`config.mk`:
```
export PLATFORM = sky130hd
export DESIGN_NAME = io_arbiter
export DESIGN_NICKNAME = d
export VERILOG_FILES = /design/src/rtl/io_arbiter.sv
export SDC_FILE = /design/constraint.sdc
export NUM_CORES = 1
export LEC_CHECK = 0
export CORE_MARGIN = 5
export CORE_UTILIZATION = 25
export DETAILED_ROUTE_END_ITERATION = 12
export GPL_TIMING_DRIVEN = 0
export SETUP_SLACK_MARGIN = 0.5
export SLEW_MARGIN = 20
export SYNTH_ARGS = -nofsm -noshare
export SYNTH_HDL_FRONTEND = slang
export SYNTH_SLANG_ARGS = --single-unit
```
`constraint.sdc`:
```
create_clock -name clk -period 3.4 [get_ports clk]
set_input_delay 0.85 -clock clk [delete_from_list [all_inputs] [get_ports clk]]
set_output_delay 0.85 -clock clk [all_outputs]
set_load 0.01 [all_outputs]
```
`src/rtl/io_arbiter.sv`:
```
// MIX I/O arbiter: CPU command dispatch to NUNITS units plus a 3-cycle memory read/deliver path.
// Define IO_ROUNDROBIN_EN for round-robin unit selection; default build uses fixed priority (unit 0 highest).
module io_arbiter #(
   parameter int NUNITS = 4,
   parameter int AW     = 12
) (
   input  logic                 clk,
   input  logic                 reset,
   input  logic                 io_start,
   input  logic [1:0]           io_unit,
   input  logic [AW-1:0]        io_addr,
   output logic                 io_done,
   input  logic                 cpu_hold,
   output logic [NUNITS-1:0]    unit_start,
   output logic [AW-1:0]        unit_addr,
   input  logic [NUNITS-1:0]    unit_stop,
   input  logic [NUNITS-1:0]    unit_busy,
   input  logic [NUNITS-1:0]    unit_req,
   input  logic [NUNITS*AW-1:0] unit_raddr,
   output logic [NUNITS-1:0]    unit_load,
   output logic [29:0]          word_out,
   output logic                 mem_rd,
   output logic [AW-1:0]        mem_addr,
   input  logic [29:0]          mem_data,
   output logic [NUNITS-1:0]    busy_status
);

   localparam int UW = $clog2(NUNITS);

   typedef enum logic [1:0] {S_IDLE, S_READ, S_DELIVER} state_t;

   logic [NUNITS-1:0][AW-1:0] raddr_v;
   assign raddr_v = unit_raddr;

   // ---------------- dispatch ----------------
   logic              pend_q, pend_d;
   logic [UW-1:0]     punit_q, punit_d;
   logic [AW-1:0]     uaddr_q, uaddr_d;
   logic [NUNITS-1:0] ustart_q, ustart_d;
   logic              done_q, done_d;

   always_comb begin
      pend_d   = pend_q;
      punit_d  = punit_q;
      uaddr_d  = uaddr_q;
      ustart_d = '0;
      done_d   = 1'b0;
      // A new command is only accepted once the previous one has been released.
      if (pend_q) begin
         if (unit_stop[punit_q]) begin
            done_d = 1'b1;
            pend_d = 1'b0;
         end
      end else if (io_start) begin
         pend_d            = 1'b1;
         punit_d           = io_unit;
         uaddr_d           = io_addr;
         ustart_d[io_unit] = 1'b1;
      end
   end

   always_ff @(posedge clk or posedge reset) begin
      if (reset) begin
         pend_q   <= 1'b0;
         punit_q  <= '0;
         uaddr_q  <= '0;
         ustart_q <= '0;
         done_q   <= 1'b0;
      end else begin
         pend_q   <= pend_d;
         punit_q  <= punit_d;
         uaddr_q  <= uaddr_d;
         ustart_q <= ustart_d;
         done_q   <= done_d;
      end
   end

   assign unit_start = ustart_q;
   assign unit_addr  = uaddr_q;
   assign io_done    = done_q;

   // ---------------- unit selection ----------------
   logic [UW-1:0] sel;

`ifdef IO_ROUNDROBIN_EN
   logic [UW-1:0] ptr_q, ptr_d;
   logic          found;
   logic [UW-1:0] idx;

   always_comb begin
      sel   = ptr_q;
      found = 1'b0;
      idx   = '0;
      for (int i = 0; i < NUNITS; i++) begin
         idx = ptr_q + UW'(i);
         if (!found && unit_req[idx]) begin
            found = 1'b1;
            sel   = idx;
         end
      end
   end
`else
   always_comb begin
      sel = '0;
      for (int i = NUNITS-1; i >= 0; i--) begin
         if (unit_req[i]) sel = UW'(i);
      end
   end
`endif

   // ---------------- memory FSM ----------------
   state_t        state_q, state_d;
   logic [UW-1:0] gnt_q, gnt_d;
   logic [AW-1:0] maddr_q, maddr_d;
   logic [29:0]   word_q, word_d;

   always_comb begin
      state_d = state_q;
      gnt_d   = gnt_q;
      maddr_d = maddr_q;
      word_d  = word_q;
      case (state_q)
         S_IDLE: begin
            if (!cpu_hold && |unit_req) begin
               state_d = S_READ;
               gnt_d   = sel;
               maddr_d = raddr_v[sel];
            end
         end
         S_READ:    state_d = S_DELIVER;
         S_DELIVER: begin
            state_d = S_IDLE;
            word_d  = mem_data;
         end
         default:   state_d = S_IDLE;
      endcase
   end

`ifdef IO_ROUNDROBIN_EN
   always_comb begin
      ptr_d = ptr_q;
      if (state_q == S_IDLE && state_d == S_READ) ptr_d = gnt_d + UW'(1);
   end

   always_ff @(posedge clk or posedge reset) begin
      if (reset) ptr_q <= '0;
      else       ptr_q <= ptr_d;
   end
`endif

   logic [NUNITS-1:0] busy_q;

   always_ff @(posedge clk or posedge reset) begin
      if (reset) begin
         state_q <= S_IDLE;
         gnt_q   <= '0;
         maddr_q <= '0;
         word_q  <= '0;
         busy_q  <= '0;
      end else begin
         state_q <= state_d;
         gnt_q   <= gnt_d;
         maddr_q <= maddr_d;
         word_q  <= word_d;
         busy_q  <= unit_busy;
      end
   end

   // Load strobe and word are decoded from state so reset kills an in-flight delivery at once.
   assign mem_rd      = (state_q == S_READ);
   assign mem_addr    = maddr_q;
   assign unit_load   = (state_q == S_DELIVER) ? (NUNITS'(1) << gnt_q) : '0;
   assign word_out    = (state_q == S_DELIVER) ? mem_data : word_q;
   assign busy_status = busy_q;

endmodule

```
# [After elaboration in Yosys (flattened, before gate mapping)]
# Cells that the tools add are included.
[word_totals] latchBits=0 regBits=70 output_inout_bits=68 memories=0 rom_bits=0 ramBits=0 word_cells=47
[classes] multipliers=0 magnitude_cmp=4 div=0 n_shift=1 add_sub_neg=0 bitwise=1 reduce_logical=7 n_eq_ne=3 mux=21
[ops] cell="$mux W30" n=1
[ops] cell="$bmux W12 S2" n=1
[ops] cell="$mux W12" n=1
[ops] cell="$mux W4" n=3
[ops] cell="$mux W2" n=5
[ops] cell="$lt A2 B3 Y1 const B" n=3
[ops] cell="$mux W1" n=7
[ops] cell="$pmux W2 S2" n=1
[ops] cell="$reduce_and A2 Y1" n=2
[ops] cell="$reduce_or A4 Y1" n=1
[ops] cell="$shl A1 B2 Y4 const A" n=1
[ops] cell="$bmux W1 S2" n=1
[ops] cell="$demux W1 S2" n=1
[ops] cell="$eq A2 B1 Y1 const B" n=1
[ops] cell="$eq A2 B2 Y1 const B" n=1
[ops] cell="$ge A2 B1 Y1 const B" n=1
[ops] cell="$logic_and A1 B1 Y1" n=2
[ops] cell="$logic_not A2 Y1" n=1
[ops] cell="$ne A2 B2 Y1 const B" n=1
[ops] cell="$logic_not A1 Y1" n=1
[ops] cell="$not A1 Y1" n=1

# [Logic depth before layout (Yosys ltp)]
# Gate-level depths: netlist of the first run.
[depth] word_depth=6 depth_mapped=6 ltp_nobuf=4

# [Worst setup path before layout of the first run]
# No wires, ideal clock.
[synth_path] path_type="reg2out" startpoint="register state_q[1]" endpoint="output port word_out[0]" path_buffers=2 slack_ns=1.255 t_arrival_ns=1.295 t_required_ns=2.550 stages_incl_launch_ff=5 cell_sequence="dfrtp_1 nor2b_1 buf_2 buf_2 mux2_2"
[synth_via] elab_chain_cells=2
[synth_lines] item="start, declared" line_no="112" text="state_t state_q, state_d;"
[synth_lines] item="start signal, assigned" line_no="161" text="state_q <= state_d;"
[synth_lines] item="$eq A2 B2 Y1" line_no="173" text="assign word_out = (state_q == S_DELIVER) ? mem_data : word_q;"
[synth_lines] item="$mux W30"
[synth_lines] item="end, declared" line_no="21" text="output logic [29:0] word_out,"
# No other way between the ends.

# [Final worst setup path of the first run]
[layout_path] startpoint="input port mem_data[26]" endpoint="output port word_out[26]"
[layout_via] elab_chain_cells=1
[layout_lines] item="start, declared" line_no="24" text="input logic [29:0] mem_data,"
[layout_lines] item="$mux W30"
# No other way between the ends.

==> key figures, run 1 <==
Routing
  – Per-cell via count in the routed design: 4.489
  – Number of iterations in the first detailed-routing pass: 4
  – Count of routing violations after the opening detailed-route iteration: 131
  – Wire length after detailed routing: 9922 microns
  – Drt wl/cell: around 16 microns
  – Residual DRC count: 0
  – Vias: 2846
  – Post-route antenna net violation count: 0

Pwr
  – Int Pwr: 2.428 mW
  – Comb power frac: 39.3%
  – Pwr Density: 634.6 mW/mm^2
  – Relative contribution of the clock network to total power: 24.5%
  – Net Sw Power: 1.021 mW
  – Portion of total power attributed to sequential cells: a little over a third
  – Maximum resistive drop on vdd: 330.6 uV
  – Switching fraction of total power: 29.59%
  – Final Total Pwr: between 3 and 4 mW
  – Standby leakage power: 2.372 nW

Logic synthesis
  – Mapped Cells: 271
  – Top cell type by total area after synthesis: dfrtp_1
  – Area share of the leading cell type in the synthesized netlist: 56.59%
  – Top post-synthesis cells by area: dfrtp_1 (57%), mux2_2 (11%), nand2_1 (5.3%)
  – Post-synthesis sequential area ratio: 56.59%
  – FF+latch count, synth: 70
  – Syn nets: 379
  – Count of synthesis-stage warnings from yosys: 0
  – Count of cell types in the netlist: 35
  – Post-Synthesis Mean Instance Area: 11.42 sq um
  – Area of the mapped netlist: 0.003095 sq mm

Setup path
  – Cells along the critical path: clkdlybuf4s50_1 -> mux2_2 -> clkdlybuf4s50_1
  – Most Frequent Cell on Critical Path: clkdlybuf4s50_1
  – Number of buffers and inverters on the critical path: 2
  – Element type at the critical path start: input pin
  – Setup crit end kind: output pin
  – Top delay family on crit path: buffers and inverters
  – Start-to-end type of the worst setup path: in -> out
  – Slowest cell on crit path: clkdlybuf4s50_1
  – CP required: 2.55 ns
  – Worst path arrival time: 2.01 ns
  – Critical path's largest stage delay: about 0.48 ns
  – Highest fanout seen on the critical path: 2

STA
  – Final critical path time including I/O delays and setup: roughly 2.9 ns
  – Worst clock skew on the final layout: 0.004406 ns
  – Fin. max-slew vios: 0
  – Setup repair after global routing missed its margin: false
  – Hold Slack: between 0.4 and 0.5 ns
  – Count of final hold-check violations: 0
  – Max-slew headroom at the worst pin: 49.74%
  – Max Clk Rate: 0.3494 GHz
  – Number of endpoints failing setup at the final stage: 0
  – Slew at the pin closest to its max-slew limit: 0.7477 ns
  – Period utilisation layout: 84.17%

Place
  – Buffers added on ports: approximately 170
  – Cell area reported after detailed placement: 0.005070 sq mm
  – Final HPWL DP: 7739 microns
  – RePlAce Congestion: 0.7824

Floorplanning
  – Die H: 121.3 microns
  – Ports: 176
  – Initial cell density of the core: 25.66%
  – Core Box Area: 0.01206 sq mm
  – Die outline width: around 120 microns
  – Die footprint: 0.01471 sq mm
  – Cell row count: 40

Clock network
  – Insertion delay of the later-clocked pin in the worst-skew pair: 0.32 ns
  – Num CTS Buffers: 9
  – Cts hold-fix bufs: 0
  – Largest buffer count on any clock path: 2
  – CTS tree: done
  – Clock net sink count: 70
  – Htree depth: 3
  – Clock transition time at the flip-flop clock pins of the worst setup and hold paths: 0.05 ns
  – Master cell of the clock root buffer: clkbuf_16

Global route
  – Total gr overflow: 0
  – Pin count of the biggest net entering global routing: 37
  – Antenna violations before repair: 0
  – Global-route wire length before repair: 15660 microns
  – GRT Overall Usage: 13.40%
  – Vias in the first global route: 3004

Cells and area
  – Design area: 0.005435 sq mm
  – Share of final-layout standard cells stronger than drive strength 1: 15.24%
  – Storage cell area: 0.001752 sq mm
  – Antenna cell count: 0
  – Synth-to-Final Area Change: 75.59%
  – Area used by multi-input combinational logic: approximately 0.0012 sq mm
  – Number of nets in the final layout: ~570
  – Count of fill cells added during filler insertion: between 1000 and 1500

Flow run
  – Max-cap viol count: 0

Hold path
  – Path type of the worst min-delay path: reg -> reg

Run status
  – Outcome: complete, no violations
logic make-up after synthesis:
logic type	count (synthesis)	synth area share [%]
AOI/OAI and AO/OA	44	10.02
buffers and inverters	23	4.001
DFF	70	56.59
muxes	31	11.64
and+or+nand+nor	103	17.74
cells in the final DEF (no fill, tap or decap), types with 5 or more instances in the layout:
master           Yosys  layout
nor2b_1              6       6
buf_6                2       5
a21oi_1              7       7
o41ai_1              8       8
mux2_2              30      30
clkbuf_16            0       9
nor2_1               9       9
dlygate4sd2_1        0       5
nand2_1             44      44
clkdlybuf4s50_1      0     151
buf_4                3       8
clkbuf_1             6       8
o21ai_0              9       9
nor3_1              16      16
nand2b_1            10      10
o221ai_1             8       8
a31oi_1              8       8
dlymetal6s2s_1       0      18
dfrtp_1             70      70
worst register-to-register path, cell delays in order, from the launching register on:
cell and delay, ns:
dfrtp_1 0.38, buf_4 0.15, or3_1 0.37, clkbuf_1 0.26
o21ai_0 0.24, o41ai_1 0.10
path summary, 6_finish.rpt:
kind / slack [ns] / start / endpoint / cells after the start
min reg2reg: 0.47 / unit_addr[4] / unit_addr[4] / 2
max in group asynchronous: 1.97 / reset / unit_start[1] / 3
max: 0.54 / mem_data[26] / word_out[26] / 3
max reg2reg: 1.77 / state_q[0] / mem_addr[3] / 5
min in group asynchronous: 0.89 / reset / busy_status[3] / 2
min: 0.47 / unit_addr[4] / unit_addr[4] / 2
final cells by class:
class	instances	share of cell area, %
clock buffers	12	4.535
plain buffers	19	2.348
clock inverters	4	0.4144
repair buffers	179	33.68
multi-input cells	178	22.56
inverters	4	0.3683
flip-flops and latches	70	32.23
well taps	168	3.867
registers in the layout, indices dropped and copies added (netlist names):
| signal | cells |
|---|---|
| unit_start | 4 |
| mem_addr | 12 |
| word_q | 30 |
| pend_q | 1 |
| unit_addr | 12 |
| punit_q | 2 |
| state_q | 2 |
| io_done | 1 |
| gnt_q | 2 |
| busy_status | 4 |
metal layers:
metal / up-vias / share of wire [%] / track usage (%)
met2: 119 / 47 / 21.36
met3: 12 / 9.7 / 6.014
met5: - / 0 / 0
met1: 1364 / 42 / 16.56
met4: 0 / 1.3 / 3.431
li1: 1351 / - / -
stage by stage:
stage | worst slack (ns) | std cells | util, % | setup TNS, ns
after floorplan | 0.7818 | 271 | - | 0
after global placement | -0.4608 | 613 | 41.85 | -31.95
after detailed placement | 0.4354 | 614 | 42.03 | 0
final | 0.5381 | 634 | 45.06 | 0
after CTS | 0.5020 | 632 | 44.51 | 0
after global routing | 0.4989 | 634 | 45.06 | 0
synth_stat cells, drive strengths merged:
| library cell | count |
|---|---|
| dfrtp | 70 |
| nand2 | 45 |
| mux2 | 30 |
| nor3 | 17 |
| buf | 12 |
| nand2b | 10 |
| nor2 | 9 |
| o21ai | 9 |
| a31oi | 8 |
| o221ai | 8 |
| o41ai | 8 |
| a21oi | 7 |
| clkbuf | 7 |
| nor2b | 6 |
| nor4b | 5 |
| a222oi | 4 |
| inv | 4 |
| and3 | 2 |
| nor3b | 2 |
| or4b | 2 |
| and2 | 1 |
| mux4 | 1 |
| nor4 | 1 |
| or2 | 1 |
| or3 | 1 |
| or4 | 1 |
power by group through the flow:
stage	clock network, mW	registers [mW]	logic, mW
global route	0.909	1.29	1.48
detailed placement	0	1.27	1.40
floorplan	0	1.30	0.536
global placement	0	1.26	1.39
finish	0.845	1.25	1.35
CTS	0.882	1.26	1.41
timing repair:
action / in CTS / in global routing
setup buffers: 2 / 2
gates resized for setup: 12 / 18
endpoints found under the setup margin: 30 / 25
Note: power is estimated with default switching activity, not from simulation.
==> inputs of run 2 (changes only) <==
==> constraint.sdc (replaced) <==
create_clock -name clk -period 2.5 [get_ports clk]
set_input_delay 0.625 -clock clk [delete_from_list [all_inputs] [get_ports clk]]
set_output_delay 0.625 -clock clk [all_outputs]
set_load 0.01 [all_outputs]
==> key figures, run 2 (synthesis gave the netlist of run 1 again) <==
Run status
  – Outcome: complete, no violations

Global route
  – Total gr overflow: 0
  – Vias in the first global route: 3041
  – GR Util met1: 17.74%
  – Antenna violations before repair: 0
  – Global-route wire length before repair: 16180 microns
  – GRT Overall Usage: between 10 and 15%
  – Pin count of the biggest net entering global routing: 30
  – M3 GR Usage: 5.361%
  – Busiest grt layer: met2
  – Met2 layer usage reported by global route: 21.67%

Routing
  – Drt wl/cell: 16.45 microns
  – Number of iterations in the first detailed-routing pass: 5
  – Vias: ~3000
  – Wire length after detailed routing: 10690 microns
  – Per-cell via count in the routed design: 4.542
  – Residual DRC count: 0
  – Post-route antenna net violation count: 0
  – Count of routing violations after the opening detailed-route iteration: 153

Clock network
  – Clock transition time at the flip-flop clock pins of the worst setup and hold paths: 0.06 ns
  – Num CTS Buffers: 9
  – Clock net sink count: 70
  – CTS tree: done
  – Htree depth: 3
  – Cts hold-fix bufs: 0
  – Master cell of the clock root buffer: clkbuf_16
  – Largest buffer count on any clock path: 2
  – Insertion delay of the later-clocked pin in the worst-skew pair: roughly 0.32 ns

Cells and area
  – Count of fill cells added during filler insertion: around 1100
  – Utilization of the core after routing: 48.03%
  – Commonest non-fill, non-tap cells in the layout: clkdlybuf4s50_1 (137), dfrtp_1 (70), nand2_1 (43)
  – Antenna cell count: 0
  – Final cell count without fillers: between 600 and 700
  – Number of nets in the final layout: 585
  – Share of final-layout standard cells stronger than drive strength 1: between 20% and 30%
  – Largest Register: word_q
  – Most common cell after layout, fill and taps aside: clkdlybuf4s50_1
  – Largest register FFs: 30
  – Synth-to-Final Area Change: 87.15%

Setup path
  – Setup crit end kind: output pin
  – CP required: 1.88 ns
  – Start-to-end type of the worst setup path: reg -> out
  – Element type at the critical path start: register
  – Worst path arrival time: 1.64 ns
  – Highest fanout seen on the critical path: 8

Pwr
  – Pwr Density: slightly above 900 mW/mm^2
  – Maximum resistive drop on vdd: 410.6 uV
  – Final Total Pwr: 5.242 mW
  – Standby leakage power: 2.496 nW

Flow run
  – Max-cap viol count: 0

STA
  – Worst clock skew on the final layout: 0.005189 ns
  – Final critical path time including I/O delays and setup: 2.268 ns
  – Hold Slack: 0.4738 ns
  – Max Clk Rate: 0.4409 GHz
  – Max-slew headroom at the worst pin: 64.76%
  – Count of final hold-check violations: 0
  – Period utilisation layout: 90.73%
  – Final WS setup: 0.2318 ns
  – Fin. max-slew vios: 0
  – Slew at the pin closest to its max-slew limit: 0.5275 ns
  – Setup repair after global routing missed its margin: true
  – Number of endpoints failing setup at the final stage: 0

Floorplanning
  – Die outline width: 121.3 microns
  – Initial cell density of the core: 25.66%
  – Die footprint: 0.01471 sq mm
  – Cell row count: 40
  – Core Box Area: 0.01206 sq mm
  – Die H: 121.3 microns
  – Ports: about 180

Place
  – RePlAce Congestion: between 0.8 and 0.9
  – Final HPWL DP: 7966 microns
  – Instance count after placement with tap cells included: 615
  – Setup slack at placement: -0.1719 ns
  – Buffers added on ports: 174

Hold path
  – Path type of the worst min-delay path: reg -> reg
==> run 2: cell types whose count changed in the layout (fill, tap and decap cells not counted), sizes merged <==
cell / previous run / this run
buf: 17 / 59
bufinv: 0 / 1
clkbuf: 19 / 28
clkdlybuf4s50: 151 / 137
clkinv: 3 / 1
clkinvlp: 1 / 2
dlygate4sd2: 5 / 2
dlymetal6s2s: 18 / 1
inv: 4 / 3
==> run 2: layout make-up <==
class	instances	area (sq um)	share of cell area, %
Tap cell	168	210.2	3.629
Inverter	4	21.27	0.3672
Clock buffer	13	260.3	4.492
Sequential cell	70	1752	30.24
Timing Repair Buffer	195	1983	34.23
Multi-Input combinational cell	178	1365	23.56
Buffer	19	158.9	2.743
Clock inverter	3	42.54	0.7343
==> run 2: per-layer routing <==
layer  vias to the layer above  wire length [microns]
li1                       1386                      -
met1                      1422                   4498
met2                       136                   5104
met3                         8                   1011
met4                         0                     80
met5                         -                      0
==> run 2: worst paths after layout <==
check	startpoint	depth (start not counted)	slack [ns]	endpoint
worst min register to register	unit_addr[7]	2	0.47	unit_addr[7]
max in group asynchronous	reset	3	1.30	word_q[16]
worst max register to register	state_q[0]	6	0.71	mem_addr[4]
worst max-delay path	state_q[0]	6	0.23	word_out[29]
min in group asynchronous	reset	2	0.69	busy_status[2]
worst min-delay path	unit_addr[7]	2	0.47	unit_addr[7]
==> run 2: metrics by stage <==
stage	TNS, ns	area (sq um)
2_1_floorplan	0	3099
6_report	0	5793
3_3_place_gp	-1.663	5051
3_5_place_dp	-1.826	5091
4_1_cts	0	5451
5_1_grt	0	5793
==> run 2: what timing repair did <==
| action | 4_1_cts | 5_1_grt |
|---|---|---|
| buffers inserted | 6 | 10 |
| pin swaps | 0 | 1 |
| gates cloned | 0 | 3 |
| gates resized for setup | 78 | 144 |
| endpoints found under the setup margin | 43 | 41 |
==> run 2: power breakdown <==
group	total [mW]	internal, mW	leakage (nW)	switching [mW]
clock	1.29	0.826	0.146	0.462
sequential	1.73	1.54	0.842	0.191
combinational	2.22	1.35	1.51	0.878
==> run 2: worst max-delay path, stage by stage, from the launching register on <==
cell	delay, ns
dfrtp_1	0.41
nor2b_4	0.14
buf_12	0.15
buf_6	0.10
buf_6	0.09
mux2_4	0.30
buf_6	0.13
==> inputs of run 3 (changes only) <==
--- a/config.mk
+++ b/config.mk
@@ -5,10 +5,12 @@
 export SDC_FILE = /design/constraint.sdc
 export NUM_CORES = 1
 export LEC_CHECK = 0
+export CORE_ASPECT_RATIO = 0.75
 export CORE_MARGIN = 5
 export CORE_UTILIZATION = 25
 export DETAILED_ROUTE_END_ITERATION = 12
 export GPL_TIMING_DRIVEN = 0
+export HOLD_SLACK_MARGIN = 0.1
 export SETUP_SLACK_MARGIN = 0.5
 export SLEW_MARGIN = 20
 export SYNTH_ARGS = -nofsm -noshare
==> key figures, run 3 (synthesis gave the netlist of run 1 again) <==
Run status
  – Outcome: complete, no violations

Global route
  – Vias in the first global route: 3117
  – Total gr overflow: 0
  – Global-route wire length before repair: 16790 microns
  – GRT Overall Usage: roughly 14%
  – Antenna violations before repair: 0
  – Pin count of the biggest net entering global routing: 35

Pwr
  – Final Total Pwr: approximately 5.2 mW
  – Pwr Density: between 900 and 1000 mW/mm^2
  – Maximum resistive drop on vdd: 410.1 uV
  – Standby leakage power: 2.459 nW

STA
  – Max-slew headroom at the worst pin: 67.59%
  – Fin. max-slew vios: 0
  – Max Clk Rate: 0.4339 GHz
  – Final critical path time including I/O delays and setup: 2.305 ns
  – Number of endpoints failing setup at the final stage: 0
  – Hold Slack: 0.4803 ns
  – Worst clock skew on the final layout: about 0.0086 ns
  – Period utilisation layout: between 90% and 100%
  – Setup repair after global routing missed its margin: true
  – Total Negative Setup Slacks: 0 ns
  – Count of final hold-check violations: 0
  – Slew at the pin closest to its max-slew limit: ~0.48 ns

Place
  – Buffers added on ports: approximately 170
  – Final HPWL DP: 7913 microns
  – RePlAce Congestion: 0.8463
  – Cell area reported after detailed placement: 0.005089 sq mm

Clock network
  – Clock net sink count: 70
  – Num CTS Buffers: 9
  – Htree depth: 3
  – Cts hold-fix bufs: 0
  – Largest buffer count on any clock path: 2
  – Master cell of the clock root buffer: clkbuf_16
  – Insertion delay of the later-clocked pin in the worst-skew pair: 0.32 ns
  – CTS tree: done
  – Clock transition time at the flip-flop clock pins of the worst setup and hold paths: 0.06 ns

Floorplanning
  – Die H: approximately 110 microns
  – Die footprint: 0.01473 sq mm
  – Initial cell density of the core: 25.34%
  – Core Box Area: 0.01222 sq mm
  – Ports: around 180
  – Cell row count: 35
  – Die outline width: 138.5 microns

Setup path
  – Critical path origin: state_q[0]
  – Reg2Reg Depth: 4
  – Critical R2R Capture: mem_addr[3]
  – Worst path arrival time: 1.68 ns
  – Element type at the critical path start: register
  – CP required: about 1.9 ns
  – Register-to-register setup slack: 0.83 ns
  – Highest fanout seen on the critical path: 7
  – R2R Path Start: state_q[0]
  – Setup crit end kind: output pin
  – Start-to-end type of the worst setup path: reg -> out

Hold path
  – Path type of the worst min-delay path: reg -> reg
  – Worst Min Path Start: unit_addr[3]
  – Min-Delay Path Depth: 2
  – Endpoint of the worst hold path: unit_addr[3]

Cells and area
  – Utilization of the core after routing: 46.79%
  – Largest register FFs: 30
  – Design area: between 0.005 and 0.006 sq mm
  – Share of final-layout standard cells stronger than drive strength 1: 25.21%
  – Largest Register: word_q
  – Count of fill cells added during filler insertion: 1114
  – Most common cell after layout, fill and taps aside: clkdlybuf4s50_1
  – Number of nets in the final layout: between 500 and 600
  – Commonest non-fill, non-tap cells in the layout: clkdlybuf4s50_1 (137), dfrtp_1 (70), nand2_1 (44)
  – Antenna cell count: 0
  – Synth-to-Final Area Change: 84.68%

Routing
  – Vias: 2939
  – Residual DRC count: 0
  – Number of iterations in the first detailed-routing pass: 5
  – Count of routing violations after the opening detailed-route iteration: between 100 and 150
  – Post-route antenna net violation count: 0
  – Drt wl/cell: approximately 17 microns
  – Wire length after detailed routing: 10610 microns
  – Per-cell via count in the routed design: about 4.6

Flow run
  – Max-cap viol count: 0
-- run 3: changes by cell type in the layout (fill, tap and decap cells not counted), moves of 2 or more --
cell	delta
buf_4	-5
buf_2	+4
clkbuf_2	-4
clkbuf_16	-3
buf_16	+2
buf_6	+2
-- run 3: worst max-delay path by stage --
stage	end	slack [ns]	cells after the start
floorplan	word_out[0]	0.58	4
global placement	mem_addr[3]	-0.23	5
detailed placement	mem_addr[3]	-0.28	5
CTS	word_out[22]	0.17	6
global route	word_out[17]	0.12	6
finish	word_out[17]	0.20	6
-- run 3: per-layer routing --
layer | vias up | GRT usage (%) | share of wire [%]
met5 | - | 0 | 0
met3 | 11 | 6.340 | 9.2
li1 | 1376 | - | -
met2 | 120 | 22.39 | 47
met4 | 0 | 3.949 | 0.98
met1 | 1432 | 17.91 | 43
-- run 3: metrics by stage --
step,setup WS (ns),std cells
floorplan,0.5801,271
global placement,-0.2283,611
detailed placement,-0.2846,613
CTS,0.1698,638
global route,0.1249,642
finish,0.1953,642
-- run 3: what timing repair did --
action | CTS | global route
gates cloned | 2 | 0
resized for setup | 205 | 11
buffers inserted | 9 | 4
pin swaps | 0 | 0
endpoints found under the setup margin | 44 | 40
-- run 3: cell type report --
class	instances	area, sq um	share of cell area (%)
Buffer	19	150.1	2.626
Clock buffer	13	260.3	4.552
Clock inverter	1	30.03	0.5253
Inverter	4	21.27	0.3721
Multi-Input combinational cell	178	1339	23.42
Sequential cell	70	1752	30.64
Tap cell	166	207.7	3.633
Timing Repair Buffer	191	1957	34.23
-- run 3: power by group --
group	switching [mW]	internal, mW	leakage, nW
combinational	0.868	1.31	1.48
clock	0.440	0.816	0.142
sequential	0.178	1.54	0.842
-- run 3: critical path, stage by stage (launching register included) --
cell and delay [ns]:
dfrtp_1 0.38, nor2b_1 0.14, buf_6 0.17, buf_6 0.12, buf_16 0.11, mux2_4 0.31, buf_6 0.12
